## src/rtl/serial_word_rx.sv

```systemverilog
// Serial-to-parallel word receiver with a one-deep valid/ready output buffer.
// A start strobe opens a frame. W qualified bits are shifted in LSB- or
// MSB-first, and the finished word is handed to the parallel consumer.
module serial_word_rx #(
  parameter int unsigned W = 8
) (
  input  logic         c,
  input  logic         nrst,
  input  logic         si,
  input  logic         sv,
  input  logic         start,
  input  logic         dir,
  output logic [W-1:0] q,
  output logic         qv,
  input  logic         qr,
  output logic         busy,
  output logic         ovf,
  output logic         abrt
);

  localparam int unsigned CW = $clog2(W + 1);

  typedef enum logic {
    IDLE = 1'b0,
    RECV = 1'b1
  } state_t;

  state_t        state;
  logic [W-1:0]  sh;
  logic [CW-1:0] cnt;
  logic          dir_r;

  logic [W-1:0]  sh_next;
  logic          last_bit;
  logic          buf_free;

  // Shift register contents after taking si in the latched bit order.
  always_comb begin
    sh_next = sh;
    if (dir_r) sh_next = {sh[W-2:0], si};
    else       sh_next = {si, sh[W-1:1]};
  end

  assign last_bit = (cnt == CW'(W - 1));
  assign buf_free = !qv || qr;
  assign busy     = (state == RECV);

  // Frame FSM, shift/count datapath, output buffer and event pulses.
  always_ff @(posedge c or negedge nrst) begin
    if (!nrst) begin
      state <= IDLE;
      sh    <= '0;
      cnt   <= '0;
      dir_r <= 1'b0;
      q     <= '0;
      qv    <= 1'b0;
      ovf   <= 1'b0;
      abrt  <= 1'b0;
    end else begin
      ovf  <= 1'b0;
      abrt <= 1'b0;
      if (qv && qr) qv <= 1'b0;
      case (state)
        IDLE: begin
          cnt <= '0;
          sh  <= '0;
          if (start) begin
            state <= RECV;
            dir_r <= dir;
          end
        end
        RECV: begin
          if (start) begin
            // Restart wins over a bit arriving on the same edge.
            cnt   <= '0;
            sh    <= '0;
            dir_r <= dir;
            abrt  <= 1'b1;
          end else if (sv) begin
            if (last_bit) begin
              state <= IDLE;
              cnt   <= '0;
              sh    <= '0;
              if (buf_free) begin
                q  <= sh_next;
                qv <= 1'b1;
              end else begin
                ovf <= 1'b1;
              end
            end else begin
              sh  <= sh_next;
              cnt <= cnt + CW'(1);
            end
          end
        end
        default: state <= IDLE;
      endcase
    end
  end

endmodule

```

## config.mk

```make
export PLATFORM = sky130hd
export DESIGN_NAME = serial_word_rx
export DESIGN_NICKNAME = d
export VERILOG_FILES = /design/src/rtl/serial_word_rx.sv
export SDC_FILE = /design/constraint.sdc
export NUM_CORES = 1
export LEC_CHECK = 0
export CAP_MARGIN = 10
export CORE_ASPECT_RATIO = 1.25
export CORE_MARGIN = 3
export CORE_UTILIZATION = 55
export DETAILED_ROUTE_END_ITERATION = 8
export HOLD_SLACK_MARGIN = 0.02
export PLACE_DENSITY = 0.8
export SETUP_SLACK_MARGIN = 0.3
export SLEW_MARGIN = 20
export SYNTH_ARGS = -nofsm -noshare
export SYNTH_HDL_FRONTEND = slang
export SYNTH_SLANG_ARGS = --single-unit
```

## constraint.sdc

```tcl
create_clock -name c -period 4.2 [get_ports c]
set_input_delay 0.84 -clock c [delete_from_list [all_inputs] [get_ports c]]
set_output_delay 0.84 -clock c [all_outputs]
set_load 0.03 [all_outputs]
```

==> impl_metrics.yaml, run 1 <==
power:
  ir_worst_vdd_mv: 0.2119
  leakage_uw: 0.0006118
  p_per_area_nw_per_um2: 290.6
timing:
  tightest_slew_ns: 0.6252
  finalSetupTns_ns: 0
  relSlewSlack_pct: 58.14
  rsz0062_at_grt: "false"
  finClkSkew_ns: 0.005038
  finalSetupViolations: 0
  finalCritPeriodShare_pct: 55.43
  hold_violations: 0
  fin_crit_ns: 2.328
  max_freq_mhz: 429.6
  drv_slew: 0
die:
  io_pins: 19
  die_w_um: 46.36
  start_util_pct: 60.51
  num_rows: 17
  die_h_um: 56.45
  coreArea_um2: 1851
  die_area_um2: 2617
clock_tree:
  cts_root_buf: "clkbuf_4"
  clkLatencyLatePin_ns: 0.31
  postCtsResizedCells: 0
  clk_pin_slew_worst_paths_ns: 0.12
  holdBufCountCts: 0
  cts_setup_buffers: 0
  htree_levels: 1
  cts_tree: "done"
  cts_sinks: 25
  clockBufferDepth: 2
  cts_made_buffers: 3
logic_synthesis:
  syn_area_um2: 1120
  synth-edff-count: 0
  synthTopCellsByCount: "dfrtp_1 (25), mux2_2 (7), a32o_1 (6), mux2_4 (6), nand2_1 (6)"
  synth.most_common_cell: "dfrtp_1"
  syn_inst: 84
  yosysSeqAreaShare_pct: 55.87
  async_flop_share_pct: 100.0
  ys_ff_latch: 25
  yosys_warnings: 0
  synth_top_area_share_pct: 55.87
  synthFlopType: "dfrtp_1"
  avgSynthCellArea_um2: 13.33
  synthTopCellsByArea: "dfrtp_1 (56%), mux2_4 (8.0%), mux2_2 (7.0%)"
  synth_top_area_cell: "dfrtp_1"
  ys_types: 26
  synth_nets: 92
routing:
  vias: 737
  drt-initial-drc-count: 17
  firstDrtPassIters: 4
  wl_per_cell_um: 16.22
  drtAntennaViolNets: 0
  drc: 0
  vias_per_cell: 6.041
  drt_wl_total_mm: 1.979
setup_path:
  required_ns: 4.40
  worstPathArrival_ns: 2.53
  worstSetupStartpointType: "input pin"
  cp_max_fo: 8
  end_kind: "flop"
  slowest_stage: "and4b_1"
  cp_slowest_stage_delay_ns: 0.62
  crit_type: "input pin to flop"
  worstPathCellList: "clkdlybuf4s50_1 > nand2_1 > and4b_1 > mux2_4"
flow_run:
  cap_violations: 0
finish:
  nets: 112
  drive_above_1_share_pct: 17.48
  n_antenna_cell: 0
  final_cells: 122
  final_core_util_pct: 71.53
  fillers: 145
  area_growth_pct: 18.21
status:
  status: "complete, no violations"
placement:
  gp_congestion: 0.7364
  portBuffers: 18
  dp.cells: 118
grt:
  grt_max_degree: 26
  antenna_found_initial: 0
  grt_pass1_wl_mm: 3.346
  gr-total-overflow: 0
  grt_pass1_vias: 760
  grt_usage_pct: 17.05
min_path:
  hold_path.class: "input pin to asynchronous set/reset pin"
==> logic make-up (layout without fill, tap and decap cells) <==
| family | Yosys count | after routing | synth area share [%] |
|---|---|---|---|
| flops | 25 | 25 | 55.87 |
| simple gates | 22 | 22 | 11.73 |
| mux | 18 | 18 | 19.55 |
| compound gates | 12 | 12 | 8.380 |
| buf+inv | 5 | 24 | 2.570 |
| fa+ha+maj | 1 | 1 | 1.117 |
| xor+xnor | 1 | 1 | 0.7823 |
==> layout by cell type (no fill, tap or decap) <==
cell             Yosys  final
dfrtp_1             25     25
clkdlybuf4s50_1      0     17
mux2_2               7      7
nand2_1              6      6
mux2_4               6      6
a32o_1               6      6
mux2i_1              5      5
nor2b_1              3      3
nor2_1               3      3
o21ai_0              3      3
clkbuf_4             0      3
nand2b_1             2      2
inv_1                2      2
nand4_1              1      1
o21a_1               1      1
and2_1               1      1
and4b_1              1      1
xor2_1               1      1
nand3b_1             1      1
and3b_1              1      1
nor3b_2              1      1
and3_1               1      1
nand4b_1             1      1
a31oi_1              1      1
a21oi_1              1      1
ha_1                 1      1
clkbuf_1             0      1
buf_2                2      1
==> cell type report <==
| type | instances | area (um^2) | area share, % |
|---|---|---|---|
| inverters | 2 | 7.507 | 0.5671 |
| clock buffers | 4 | 26.28 | 1.985 |
| repair buffers | 18 | 175.2 | 13.23 |
| well taps | 19 | 23.77 | 1.796 |
| multi-input cells | 54 | 465.4 | 35.16 |
| flip-flops and latches | 25 | 625.6 | 47.26 |
==> flip-flops by register name, indices dropped and copies added, names as in the netlist <==
register and count:
q 8, sh 8, cnt 4, abrt 1, busy 1, dir_r 1
ovf 1, qv 1
==> final timing paths <==
check | from | to | slack [ns] | depth (start not counted)
worst max-delay path | sv | q[5] | 1.87 | 4
worst min-delay path | nrst | q[1] | 0.49 | 1
worst max register to register | cnt[0] | q[5] | 2.40 | 4
worst min register to register | sh[0] | sh[0] | 0.52 | 1
max in group asynchronous | nrst | q[5] | 3.35 | 1
min in group c | sh[0] | sh[0] | 0.52 | 1
==> worst max-delay path, delay by kind of cell <==
| kind | cells | cell delay, ns |
|---|---|---|
| buffers and inverters | 1 | 0.60 |
| and+or+nand+nor | 2 | 0.75 |
| muxes | 1 | 0.34 |
==> metal layers <==
metal,track usage (%),wire length (um),up-vias
met2,27.76,1036,18
met1,21.74,836,371
met5,0,0,-
met4,5.285,21,0
li1,-,-,346
met3,3.846,85,2
==> power breakdown <==
part	total [uW]	leakage, uW	internal, uW	switching (uW)
clock	102	0.0000150	37.1	65.0
combinational	31.2	0.000270	15.4	15.8
sequential	251	0.000327	245	6.14
==> metrics by stage <==
step                total power [uW]  setup WS, ns  hold WS (ns)  area (um^2)
global route                   400.8         1.813        0.5119         1324
finish                         384.7         1.872        0.4864         1324
floorplan                      271.9         2.443        0.4603         1120
detailed placement             288.2         1.537        0.4904         1303
global placement               287.5         1.579        0.4728         1303
CTS                            387.5         1.873        0.5189         1329
(Power assumes the default switching activity.)
==> run 2, diff against run 1 <==
--- a/config.mk
+++ b/config.mk
@@ -8,10 +8,10 @@
 export CAP_MARGIN = 10
 export CORE_ASPECT_RATIO = 1.25
 export CORE_MARGIN = 3
-export CORE_UTILIZATION = 55
+export CORE_UTILIZATION = 46
 export DETAILED_ROUTE_END_ITERATION = 8
 export HOLD_SLACK_MARGIN = 0.02
-export PLACE_DENSITY = 0.8
+export PLACE_DENSITY = 0.72
 export SETUP_SLACK_MARGIN = 0.3
 export SLEW_MARGIN = 20
 export SYNTH_ARGS = -nofsm -noshare
==> constraint.sdc (replaced) <==
create_clock -name c -period 2.1 [get_ports c]
set_input_delay 0.42 -clock c [delete_from_list [all_inputs] [get_ports c]]
set_output_delay 0.42 -clock c [all_outputs]
set_load 0.03 [all_outputs]
==> impl_metrics.yaml, run 2 (synthesis results as in run 1) <==
timing:
  rsz0062_at_grt: "false"
  drv_slew: 0
  finalCritPeriodShare_pct: 82.54
  relSlewSlack_pct: 76.04
  finalSetupTns_ns: 0
  fin_crit_ns: 1.733
  max_freq_mhz: 576.9
  tightest_slew_ns: 0.3583
  finClkSkew_ns: 0.004524
  finalSetupViolations: 0
  hold_violations: 0
setup_path:
  worstPathCellList: "clkdlybuf4s50_1"
  required_ns: 1.68
  rr_endpoint: "q[6]"
  cp_max_fo: 1
  reg2reg_depth: 5
  rrSetupSlack_ns: 0.53
  worstSetupStartpointType: "flop"
  cp-startpoint: "ovf"
  crit_type: "flop to primary output"
  cp_top_family: "buffers and inverters"
  r2r-start: "cnt[0]"
  end_kind: "primary output"
  slowest_stage: "clkdlybuf4s50_1"
  worstPathArrival_ns: 1.31
  crit_cells: 1
  cp_slowest_stage_delay_ns: 0.66
  crit_buf_inv: 1
clock_tree:
  clk_pin_slew_worst_paths_ns: 0.13
  holdBufCountCts: 0
  cts_setup_buffers: 0
  htree_levels: 1
  clkLatencyLatePin_ns: 0.30
  cts_tree: "done"
  cts_root_buf: "clkbuf_4"
  clockBufferDepth: 2
  cts_sinks: 25
  cts_made_buffers: 3
grt:
  grt_usage_pct: 14.05
  gr-total-overflow: 0
  grt_max_degree: 18
  grt_pass1_wl_mm: 3.346
  antenna_found_initial: 0
  grt_pass1_vias: 747
power:
  pwr-share-clk_pct: 26.4
  leakage_uw: 0.0007587
  p_per_area_nw_per_um2: 553.3
  switching_share_pct: 23.00
  p_switching_uw: 179.1
  ir_worst_vdd_mv: 0.4727
  seqPwrFrac_pct: 64.4
  internal-power_uw: 599.7
  power_frac_comb_pct: 9.2
min_path:
  hold_path.class: "input pin to asynchronous set/reset pin"
routing:
  drt-initial-drc-count: 21
  vias_per_cell: 5.271
  drt_wl_total_mm: 2.038
  vias: 738
  wl_per_cell_um: 14.56
  firstDrtPassIters: 4
  drtAntennaViolNets: 0
  drc: 0
flow_run:
  cap_violations: 0
finish:
  nets: 118
  reg.largest.list: "q (8), sh (8), cnt (4)"
  mostFrequentLayoutCell: "dfrtp_1"
  area_growth_pct: 25.70
  final_cells: 140
  fillers: 176
  n_antenna_cell: 0
  final_cell_mix: "dfrtp_1 (25), clkdlybuf4s50_1 (8), dlymetal6s2s_1 (8), mux2_2 (7)"
  drive_above_1_share_pct: 22.02
die:
  num_rows: 19
  die_h_um: 61.17
  io_pins: 19
  coreArea_um2: 2258
  start_util_pct: 49.58
  die_w_um: 50.13
  die_area_um2: 3066
status:
  status: "complete, no violations"
placement:
  gp_congestion: 0.7529
  portBuffers: 18
  dpl.hpwl_mm: 1.493
  dp.cells: 136
[run 2: cell count changes in the layout (fill, tap and decap cells not counted), sizes merged]
cell           before  now
clkdlybuf4s50      17    8
dlymetal6s2s        0    8
buf                 1    6
dlygate4sd2         0    2
clkbuf              4    3
clkinv              0    1
[run 2: per-stage QoR]
step	hold WS (ns)	cell area (um^2)	setup WS [ns]	power [uW]	utilization, %
floorplan	0.1244	1120	0.5575	543.9	-
global placement	0.4711	1363	0.2458	581.8	60.33
detailed placement	0.4883	1363	0.1916	583.3	60.33
CTS	0.4157	1388	0.3063	789.1	61.44
global route	0.4163	1408	0.3110	814.5	62.33
finish	0.4135	1408	0.3666	778.8	62.33
[run 2: worst max-delay path by stage]
stage | to | slack, ns
5_1_grt | ovf | 0.31
3_3_place_gp | q[6] | 0.25
2_1_floorplan | q[0] | 0.56
4_1_cts | q[6] | 0.31
3_5_place_dp | q[5] | 0.19
6_report | ovf | 0.37
[run 2: power groups by stage]
stage / registers (uW) / clock network, uW / logic (uW)
4_1_cts: 502 / 215 / 72.4
2_1_floorplan: 507 / 0 / 36.9
3_5_place_dp: 511 / 0 / 72.2
5_1_grt: 504 / 232 / 78.6
6_report: 502 / 205 / 71.5
3_3_place_gp: 511 / 0 / 70.5
[run 2: worst register-to-register path, stage by stage, from the launching register on]
cell and delay, ns:
dfrtp_1 0.41, ha_1 0.21, nand2_1 0.09, and4b_1 0.25
buf_4 0.20, mux2_4 0.32
[run 2: layer usage]
layer  GRT usage, %  up-vias  wire length, um
met4          3.557        0               14
met1          18.47      361              923
met5              0        -                0
met2          24.25       20              996
li1               -      355                -
met3          2.421        2              103
[run 2: repair_timing]
item,in CTS,in global routing
pin swaps,0,0
setup endpoints to repair,2,8
gates resized for setup,2,8
[run 2: layout make-up]
| cell class | count | area [um^2] | area share (%) |
|---|---|---|---|
| inverters | 2 | 7.507 | 0.5333 |
| multi-input cells | 54 | 465.4 | 33.07 |
| clock buffers | 3 | 22.52 | 1.600 |
| flip-flops and latches | 25 | 625.6 | 44.44 |
| well taps | 31 | 38.79 | 2.756 |
| repair buffers | 24 | 242.7 | 17.24 |
| clock inverters | 1 | 5.005 | 0.3556 |
==> run 3, diff against run 2 <==
--- a/config.mk
+++ b/config.mk
@@ -8,10 +8,10 @@
 export CAP_MARGIN = 10
 export CORE_ASPECT_RATIO = 1.25
 export CORE_MARGIN = 3
-export CORE_UTILIZATION = 46
+export CORE_UTILIZATION = 51
 export DETAILED_ROUTE_END_ITERATION = 8
 export HOLD_SLACK_MARGIN = 0.02
-export PLACE_DENSITY = 0.72
+export PLACE_DENSITY = 0.75
 export SETUP_SLACK_MARGIN = 0.3
 export SLEW_MARGIN = 20
 export SYNTH_ARGS = -nofsm -noshare
==> constraint.sdc (replaced) <==
create_clock -name c -period 1.8 [get_ports c]
set_input_delay 0.36 -clock c [delete_from_list [all_inputs] [get_ports c]]
set_output_delay 0.36 -clock c [all_outputs]
set_load 0.03 [all_outputs]
==> impl_metrics.yaml, run 3 (synthesis results as in run 1) <==
status:
  status: "complete, no violations"
setup_path:
  end_kind: "flop"
  cp-startpoint: "cnt[0]"
  rr_endpoint: "q[5]"
  crit_path_end: "q[5]"
  reg2reg_depth: 5
  rrSetupSlack_ns: 0.31
  required_ns: 2.01
  r2r-start: "cnt[0]"
  crit_type: "flop to flop"
  worstPathArrival_ns: 1.70
  worstSetupStartpointType: "flop"
  cp_max_fo: 7
timing:
  hold_violations: 0
  hold_slack_ns: 0.3753
  tightest_slew_ns: 0.3936
  finalSetupViolations: 0
  finalCritPeriodShare_pct: 83.01
  relSlewSlack_pct: 73.76
  fin_crit_ns: 1.494
  max_freq_mhz: 669.2
  finClkSkew_ns: 0.008121
  rsz0062_at_grt: "true"
  drv_slew: 0
  finalSetupTns_ns: 0
placement:
  dpl.hpwl_mm: 1.473
  gp_congestion: 0.8322
  placed_area_um2: 1378
  portBuffers: 18
clock_tree:
  clkLatencyLatePin_ns: 0.31
  cts_root_buf: "clkbuf_4"
  clk_pin_slew_worst_paths_ns: 0.13
  clockBufferDepth: 2
  cts_tree: "done"
  htree_levels: 1
  cts_made_buffers: 3
  cts_sinks: 25
flow_run:
  cap_violations: 0
die:
  coreArea_um2: 2027
  io_pins: 19
  num_rows: 18
  die_area_um2: 2797
  start_util_pct: 55.25
  die_w_um: 47.91
  die_h_um: 58.39
routing:
  firstDrtPassIters: 4
  drc: 0
  drt_wl_total_mm: 2.037
  drtAntennaViolNets: 0
  vias_per_cell: 5.789
  wl_per_cell_um: 15.32
  vias: 770
  drt-initial-drc-count: 12
power:
  p_per_area_nw_per_um2: 651.2
  leakage_uw: 0.0006855
  ir_worst_vdd_mv: 0.4937
finish:
  area_growth_pct: 26.26
  mostFrequentLayoutCell: "dfrtp_1"
  final_cell_mix: "dfrtp_1 (24), dlygate4sd2_1 (8), buf_4 (8), mux2_2 (7)"
  reg.largest.list: "q (8), sh (8), cnt (4)"
  nets: 122
  n_antenna_cell: 0
  final_core_util_pct: 69.75
  fillers: 151
  drive_above_1_share_pct: 28.32
  final_area_um2: 1414
grt:
  grt_pass1_vias: 759
  grt_usage_pct: 17.41
  gr-total-overflow: 0
  grt_max_degree: 26
  grt_pass1_wl_mm: 3.498
  antenna_found_initial: 0
min_path:
  hold_path.class: "input pin to asynchronous set/reset pin"
-- run 3: cell types whose count changed in the layout (fill, tap and decap cells not counted), sizes merged --
| cell | previous run | this run |
|---|---|---|
| dlymetal6s2s | 8 | 0 |
| dlygate4sd2 | 2 | 8 |
| buf | 6 | 10 |
| clkdlybuf4s15 | 0 | 3 |
| clkbuf | 3 | 5 |
| clkdlybuf4s50 | 8 | 6 |
| clkinv | 1 | 0 |
-- run 3: worst max-delay path: stages, from the launching register on --
cell and delay, ns:
dfrtp_1 0.40, ha_2 0.21, nand2_2 0.05, and4b_1 0.29, buf_12 0.14, mux2_4 0.29
-- run 3: through the flow --
stage / instances / worst slack (ns) / power, uW
final: 133 / 0.3058 / 920.8
after global routing: 133 / 0.2506 / 961.1
after CTS: 133 / 0.2598 / 932.2
after detailed placement: 127 / 0.01664 / 681.8
after global placement: 127 / 0.04747 / 679.7
after floorplan: 84 / 0.3556 / 634.5
-- run 3: area by class of cell --
type,count,area (um^2),share of cell area [%]
sequential,25,626.9,44.34
multi-input combinational,54,471.7,33.36
timing repair buffer,28,256.5,18.14
clock buffer,4,26.28,1.858
tap,20,25.02,1.770
inverter,2,7.507,0.5310
-- run 3: worst min-delay path by stage --
stage / startpoint / endpoint / slack [ns] / depth (start not counted)
finish: nrst / q[1] / 0.38 / 2
global route: nrst / q[1] / 0.39 / 2
CTS: nrst / q[1] / 0.38 / 2
detailed placement: sh[0] / sh[0] / 0.48 / 1
global placement: sh[7] / sh[7] / 0.49 / 1
floorplan: nrst / abrt / 0.06 / 0
-- run 3: what timing repair did --
item	4_1_cts	5_1_grt
gates resized for setup	14	7
hold buffers	0	0
hold endpoints to repair	0	0
endpoints found under the setup margin	18	12
buffers inserted	2	0
pin swaps	0	1
-- run 3: per-layer routing --
layer	global-route usage (%)	wire (um)	vias up
met3	3.058	70	4
li1	-	-	364
met5	0	0	-
met1	22.04	897	386
met2	28.73	1031	16
met4	6.538	37	0
-- run 3: where the power goes --
group / switching, uW / internal (uW) / total, uW
logic: 41.0 / 46.7 / 87.6
registers: 13.8 / 572 / 586
clock network: 160 / 86.6 / 247
